[src/rtl/mem_stage.sv]
// MEM stage of the RV32I 5-stage pipeline: issues loads/stores on a req/ack data port,
// steers byte lanes, extends load data and aborts accesses that are never acknowledged.
module mem_stage #(
  parameter int TIMEOUT_CYCLES = 255,
  parameter int TO_W           = 8
) (
  input  logic        clk,
  input  logic        reset,
  input  logic        valid_in,
  input  logic [31:0] alu_result_in,
  input  logic [31:0] rs2_val_in,
  input  logic [4:0]  rd_in,
  input  logic [2:0]  funct3_in,
  input  logic        reg_write_in,
  input  logic        mem_read_in,
  input  logic        mem_write_in,
  input  logic        mem_to_reg_in,
  output logic        stall_out,
  output logic        dmem_req,
  output logic        dmem_we,
  output logic [31:0] dmem_addr,
  output logic [3:0]  dmem_be,
  output logic [31:0] dmem_wdata,
  input  logic [31:0] dmem_rdata,
  input  logic        dmem_ack,
  output logic        valid_out,
  output logic [31:0] wb_data_out,
  output logic [4:0]  rd_out,
  output logic        reg_write_out,
  output logic        fault_out,
  output logic [1:0]  fault_cause_out
);

  typedef enum logic {IDLE, WAIT} state_t;

  state_t          r_state, w_next_state;
  logic [TO_W-1:0] r_to_cnt;
  logic [2:0]      r_funct3;
  logic [1:0]      r_lane;
  logic            r_mem_to_reg, r_reg_write;
  logic [4:0]      r_rd;
  logic [31:0]     r_alu;

  logic        w_mem_op, w_legal, w_misaligned, w_start, w_timeout;
  logic [3:0]  w_be;
  logic [31:0] w_wdata, w_load_data;
  logic [7:0]  w_byte;
  logic [15:0] w_half;

  assign w_mem_op = valid_in & (mem_read_in | mem_write_in);

  // Loads take priority if both read and write are flagged.
  always_comb begin
    if (mem_read_in)
      w_legal = funct3_in inside {3'b000, 3'b001, 3'b010, 3'b100, 3'b101};
    else
      w_legal = funct3_in inside {3'b000, 3'b001, 3'b010};
  end

  assign w_misaligned = ((funct3_in[1:0] == 2'b01) &  alu_result_in[0]) |
                        ((funct3_in[1:0] == 2'b10) & (alu_result_in[1:0] != 2'b00));
  assign w_start      = (r_state == IDLE) & w_mem_op & w_legal & ~w_misaligned;

  always_comb begin
    w_be    = 4'b1111;
    w_wdata = rs2_val_in;
    if (!mem_read_in) begin
      case (funct3_in[1:0])
        2'b00: begin
          w_be    = 4'b0001 << alu_result_in[1:0];
          w_wdata = {4{rs2_val_in[7:0]}};
        end
        2'b01: begin
          w_be    = 4'b0011 << alu_result_in[1:0];
          w_wdata = {2{rs2_val_in[15:0]}};
        end
        default: ;
      endcase
    end
  end

  assign w_byte = dmem_rdata[{r_lane, 3'b000} +: 8];
  assign w_half = dmem_rdata[{r_lane[1], 4'b0000} +: 16];

  always_comb begin
    case (r_funct3)
      3'b000:  w_load_data = {{24{w_byte[7]}}, w_byte};
      3'b001:  w_load_data = {{16{w_half[15]}}, w_half};
      3'b100:  w_load_data = {24'h0, w_byte};
      3'b101:  w_load_data = {16'h0, w_half};
      default: w_load_data = dmem_rdata;
    endcase
  end

  // NOTE: every output of this block is assigned a default first so no latch is inferred.
  always_comb begin
    w_next_state = r_state;
    stall_out    = 1'b0;
    w_timeout    = 1'b0;
    case (r_state)
      IDLE: if (w_start) begin
        stall_out    = 1'b1;
        w_next_state = WAIT;
      end
      WAIT: begin
        stall_out = ~dmem_ack;
        w_timeout = ~dmem_ack & (r_to_cnt == TO_W'(TIMEOUT_CYCLES - 1));
        if (dmem_ack | w_timeout) w_next_state = IDLE;
      end
      default: w_next_state = IDLE;
    endcase
  end

  // NOTE: sequential state uses non-blocking assignments so all registers update together.
  always_ff @(posedge clk) begin
    if (reset) begin
      r_state         <= IDLE;
      r_to_cnt        <= '0;
      r_funct3        <= '0;
      r_lane          <= '0;
      r_mem_to_reg    <= 1'b0;
      r_reg_write     <= 1'b0;
      r_rd            <= '0;
      r_alu           <= '0;
      dmem_req        <= 1'b0;
      dmem_we         <= 1'b0;
      dmem_addr       <= '0;
      dmem_be         <= '0;
      dmem_wdata      <= '0;
      valid_out       <= 1'b0;
      wb_data_out     <= '0;
      rd_out          <= '0;
      reg_write_out   <= 1'b0;
      fault_out       <= 1'b0;
      fault_cause_out <= '0;
    end else begin
      r_state         <= w_next_state;
      valid_out       <= 1'b0;
      reg_write_out   <= 1'b0;
      fault_out       <= 1'b0;
      fault_cause_out <= 2'b00;
      case (r_state)
        IDLE: begin
          if (w_start) begin
            r_funct3     <= funct3_in;
            r_lane       <= alu_result_in[1:0];
            r_mem_to_reg <= mem_to_reg_in;
            r_reg_write  <= reg_write_in;
            r_rd         <= rd_in;
            r_alu        <= alu_result_in;
            r_to_cnt     <= '0;
            dmem_req     <= 1'b1;
            dmem_we      <= ~mem_read_in;
            dmem_addr    <= {alu_result_in[31:2], 2'b00};
            dmem_be      <= w_be;
            dmem_wdata   <= w_wdata;
          end else if (valid_in) begin
            valid_out   <= 1'b1;
            wb_data_out <= alu_result_in;
            rd_out      <= rd_in;
            if (w_mem_op) begin
              fault_out       <= 1'b1;
              fault_cause_out <= w_legal ? 2'b01 : 2'b11;
            end else begin
              reg_write_out <= reg_write_in;
            end
          end
        end
        WAIT: begin
          if (dmem_ack) begin
            dmem_req      <= 1'b0;
            valid_out     <= 1'b1;
            rd_out        <= r_rd;
            reg_write_out <= r_reg_write & ~dmem_we;
            wb_data_out   <= (~dmem_we & r_mem_to_reg) ? w_load_data : r_alu;
          end else if (w_timeout) begin
            dmem_req        <= 1'b0;
            valid_out       <= 1'b1;
            rd_out          <= r_rd;
            fault_out       <= 1'b1;
            fault_cause_out <= 2'b10;
          end else begin
            r_to_cnt <= r_to_cnt + 1'b1;
          end
        end
        default: ;
      endcase
    end
  end

endmodule

[config.mk]
export PLATFORM = sky130hd
export DESIGN_NAME = mem_stage
export DESIGN_NICKNAME = d
export VERILOG_FILES = /design/src/rtl/mem_stage.sv
export SDC_FILE = /design/constraint.sdc
export NUM_CORES = 1
export LEC_CHECK = 0
export BUFFER_PORTS_ARGS = -buffer_cell sky130_fd_sc_hd__clkbuf_2
export CAP_MARGIN = 10
export CORE_AREA = 4 4 122 124
export DETAILED_ROUTE_END_ITERATION = 8
export DIE_AREA = 0 0 126 128
export PLACE_DENSITY_LB_ADDON = 0.12
export SYNTH_ARGS = -nofsm -noshare
export SYNTH_HDL_FRONTEND = slang
export SYNTH_SLANG_ARGS = --single-unit
[constraint.sdc]
create_clock -name clk -period 2.45 [get_ports clk]
set_input_delay 0.245 -clock clk [delete_from_list [all_inputs] [get_ports clk]]
set_output_delay 0.245 -clock clk [all_outputs]
set_load 0.1 [all_outputs]
Word level (Yosys, flattened, before mapping)
Index checks and enable logic that the tools add are counted.
Widths: inputs -> output; s select.
- output and inout bits: 113
- memories kept: 0
- bits in writable memories: 0
- word-level logic and storage cells: 120
- input bits: 112
- bits in registers: 163
- latch bits: 0
- memory bits (read-only): 0
- magnitude comparators: 0
- multiply operators: 0
- shift-type cells: 4
- eq/ne operators: 17
- bitwise logic cells: 17
- divide/modulo/power cells: 0
- reductions and logical operators: 11
- add/sub/neg operators: 1
- muxes and demuxes: 51
- operators with widths (cell ; count):
    $mux 32 ; 5
    $pmux 32 s2 ; 2
    $pmux 32 s4 ; 1
    $shiftx 32x6->16 ; 1
    $shiftx 32x6->8 ; 1
    $mux 8 ; 3
    $mux 5 ; 4
    $mux 1 ; 19
    $pmux 8 s2 ; 1
    $eq 3x3->1 const B ; 4
    $mux 2 ; 6
    $ne 2x2->1 const B ; 6
    $pmux 1 s2 ; 6
    $pmux 5 s2 ; 1
    $and 1x1->1 ; 9
    $reduce_and 3->1 ; 3
    $add 8x1->8 const B ; 1
    $eq 8x8->1 const B ; 1
    $pmux 4 s2 ; 1
    $eq 3x1->1 const B ; 2
    $logic_not 3->1 ; 2
    $not 1->1 ; 5
    $reduce_bool 5->1 ; 1
    $mux 4 ; 1
    other kinds (12) ; 15

Logic depth before layout (Yosys ltp)
- word-level depth: 8
- gate-level depth with buffers: 8
- gate-level depth less buffers: 7

Least setup slack after synthesis
OpenSTA, ideal clock, no wires.
- path type: input-to-output
- from: input port funct3_in[0]
- to: output port stall_out
- stages on the path: 7
- data required time: 2.205 ns
- setup slack: 0.165 ns
- data arrival time: 2.040 ns
- cell sequence: buf_2 -> o21ai_0 -> and4b_1 -> clkbuf_1 -> nand2_1 -> clkbuf_1 -> nand2_1
- word-level cells in the longest chain between the ends: 7
- elaborated cells between the ends (all ways): 18
- RTL lines (element ; RTL line ; source):
    start, declared ; 13 ; input logic [2:0] funct3_in,
    $eq 3x1->1 (tied with other cells) ; 55, 57 ;
    $reduce_bool 5->1 (tied with other cells) ; 55 ; w_legal = funct3_in inside {3'b000, 3'b001, 3'b010, 3'b100, 3'b101};
    $mux 1 or $or 1x1->1 (tied branches) ; 54, 60 ;
    $and 1x1->1 or $not 1->1 (tied branches) ; 62 ; assign w_start = (r_state == IDLE) & w_mem_op & w_legal & ~w_misaligned;
    $and 1x1->1 (*) ; 62 ;
    $mux 1 (*) ; 101 ; IDLE: if (w_start) begin
    $pmux 1 s2 (*) ; 100 ; case (r_state)
    end, declared ; 18 ; output logic stall_out,
Mark *: on every way between the ends. The rest lies on a longest branch, timed or not.

Worst setup path in the final report
- from: register r_state
- to: output port stall_out
- word-level cells in the longest chain between the ends: 6
- RTL lines (element ; RTL line ; source):
    start, declared ; 36 ; state_t r_state, w_next_state;
    start signal, assigned ; 137 ; r_state <= w_next_state;
    $not 1->1 ; - ;
    $and 1x1->1 (3 in a row) ; 62 ;
    $mux 1 ; 101 ;
    $pmux 1 s2 (*) ; 100 ;
Marks and branches as above.

==> flow_summary_export.csv <==
group,metric,value,unit
route,drt_iter0_drc,477,
timing,setup_viol,0,
clocking,clock-sinks,131,
timing,whs,56.9,ps
yosys,syn_area_per_cell,7.80,sq um
clocking,ctsResizeCount,0,
finish,drive_gt1_share,29.1,%
floorplanning,die_w,126,microns
yosys,ys_types,57,
floorplanning,die_y,128,microns
global_routing,grt_max_degree,79,
pwr,power_density,773,nW/um^2
timing,fin_setup_tns,0,ps
worst_setup_path,end_kind,"primary output",
timing,grt_setup_unrepaired,"no",
run,max-cap-violations,0,
placement,numPlacedInstances,1202,
yosys,ys_seq_elements,131,
finish,nNetsFinal,1155,
timing,timing_hold_violations_final,0,
yosys,synth_cells,891,
finish,reg_top3,"dmem_wdata (32), wb_data_out (32), r_alu (31)",
placement,placed_area,7990,sq um
finish,nFillCells,1319,
worst_setup_path,worstPathArrival,2000,ps
placement,gp_congestion,0.848,
yosys,syn-cell-area,6950,sq um
status,status,"finished clean",
yosys,async_reset_ff_share,0,%
clocking,clock_path_buffers,2,
worst_setup_path,path_buf_inv,1,
finish,register_area,2620,sq um
route,via_per_inst,5.57,
yosys,yosys_warnings,0,
worst_setup_path,critPathSlowestCell,"and4b_1",
yosys,yosysSeqAreaShare,37.8,%
finish,area_growth,23.4,%
worst_setup_path,path_class,"reg2out",
clocking,cts-htree-levels,4,
worst_setup_path,startpoint,"r_state",
worst_setup_path,path_delay_family,"simple AND/OR/NAND/NOR gates",
finish,multiInputGateArea,3720,sq um
timing,post-route-period-util,91.5,%
pwr,power.leakage,0.00347,uW
finish,final_cell_area,8570,sq um
floorplanning,num_rows,43,
timing,skew,7.36,ps
clocking,cts_setup_buffers,0,
route,drc,0,
worst_setup_path,slowest_delay,380,ps
global_routing,track_usage,25.1,%
route,antenna_left,0,
clocking,root_buffer,"clkbuf_16",
yosys,synthTopCellsByCount,"nand2_1, dfxtp_1, a21oi_1",
route,drt-total-wl,20.6,mm
timing,worst_pin_slew,755,ps
hold_path,hold_class,"in2reg",
yosys,synth-edff-count,0,
route,wl_per_cell,16.7,microns
yosys,yosysTopAreaCell,"dfxtp_1",
floorplanning,start_util,50.4,%
worst_setup_path,path_cells,"nor2b_1 > and4b_1 > nand2_2 > nand2_1 > buf_12",
placement,io_buffers,222,
global_routing,grt_overflow_total,0,
clocking,clk_latency,420,ps
floorplanning,dieArea,16100,sq um
global_routing,grt_pass1_vias,6496,
worst_setup_path,r2r_start,"r_lane[0]",
timing,slew_headroom,49.7,%
clocking,cts_buffers,17,
hold_path,hp-start,"rd_in[2]",
floorplanning,core-area,13800,sq um
global_routing,antenna_found_initial,0,
clocking,tritoncts,"yes",
finish,instances_no_fill,1234,
yosys,synth_area_leaders,"dfxtp_1, nand2_1, a21oi_1, buf_4, clkbuf_1",
placement,dp_hpwl,14.6,mm
timing,finalMaxSlewViolations,0,
pwr,ir_worst_vdd,396,uV
worst_setup_path,worst_setup_path_start_kind,"flip-flop",
floorplanning,io_pins,225,
worst_setup_path,path_max_fanout,14,
yosys,synth_ff_type,"dfxtp_1",
yosys,synth.most_common_cell,"nand2_1",
route,via_count,6872,
clocking,cts_hold_buffers,0,
finish,diodes,0,
global_routing,grt_pass1_wl,33.1,mm
yosys,synthDominantCellAreaShare,37.8,%
route,first_pass_iters,7,
timing,period_minus_slack,2240,ps
clocking,clk_pin_slew,60,ps
timing,fmax,0.446,GHz
worst_setup_path,required,2200,ps
-- through the flow --
step	setup slack, ps	power (uW)	utilization (%)
floorplan	165	3780	-
global placement	357	4150	58.0
detailed placement	269	4160	58.0
CTS	187	6670	62.2
global route	54.8	6870	62.2
finish	207	6630	62.2
-- worst register-to-register path, stage by stage, from the launching register on --
cell and delay, ps:
dfxtp_1 410, or3b_1 410, a21o_1 210, a311oi_4 270, buf_4 300, o221ai_1 170, a311oi_1 310
-- cells by family (layout without fill, tap and decap cells) --
kind of cell	Yosys count	count (layout)	synth area share [%]
AO/OA/AOI/OAI	242	242	25.0
XOR/XNOR	3	3	0.378
adder cells (fa/ha/maj)	2	2	0.360
buffers and inverters	127	289	9.19
flip-flops	131	131	37.8
multiplexers	27	27	4.05
other	1	2	0.0540
AND/OR/NAND/NOR	358	358	23.2
-- path summary, 6_finish.rpt --
path	endpoint	slack [ps]	cells past startpoint
worst max register to register	wb_data_out[20]	270	6
worst min-delay path	r_rd[2]	60	3
worst max-delay path	stall_out	210	5
worst min register to register	dmem_wdata[14]	450	2
-- metal layers --
| layer | vias up | global-route usage (%) | routed length [microns] |
|---|---|---|---|
| met2 | 259 | 42.3 | 9660 |
| li1 | 3418 | - | - |
| met1 | 3166 | 31.3 | 8880 |
| met5 | - | 0 | 0 |
| met3 | 29 | 7.96 | 1750 |
| met4 | 0 | 6.81 | 297 |
-- report_power, final --
part	switching, uW	internal (uW)	total, uW
combinational	1380	386	1770
sequential	86.6	2260	2350
clock	935	1580	2510
total	2400	4220	6630
-- cell usage in the layout, fill, tap and decap left out, types with 8 or more instances in the layout --
master | synthesis | layout
a32oi_1 | 8 | 8
nand2b_1 | 32 | 32
buf_4 | 33 | 17
dfxtp_1 | 131 | 130
nor3_1 | 17 | 17
o41ai_1 | 8 | 8
a311oi_1 | 23 | 23
a311oi_2 | 10 | 10
mux2_2 | 9 | 9
inv_1 | 13 | 13
nor2b_1 | 9 | 8
nand3b_1 | 8 | 8
o221ai_2 | 9 | 9
mux2i_1 | 18 | 18
o21ai_0 | 29 | 29
nor2_1 | 55 | 53
clkbuf_2 | 0 | 220
clkbuf_16 | 0 | 17
o211ai_1 | 16 | 16
o221ai_1 | 15 | 15
nand2_1 | 206 | 205
a21oi_1 | 96 | 96
-- layout make-up --
class,count,area share [%]
Clock buffer,24,5.62
Clock inverter,8,1.17
Inverter,13,0.569
Multi-Input combinational cell,634,43.4
Sequential cell,131,30.6
Tap cell,180,2.63
Timing Repair Buffer,244,16.0
Note: power is estimated with default switching activity, not from simulation.
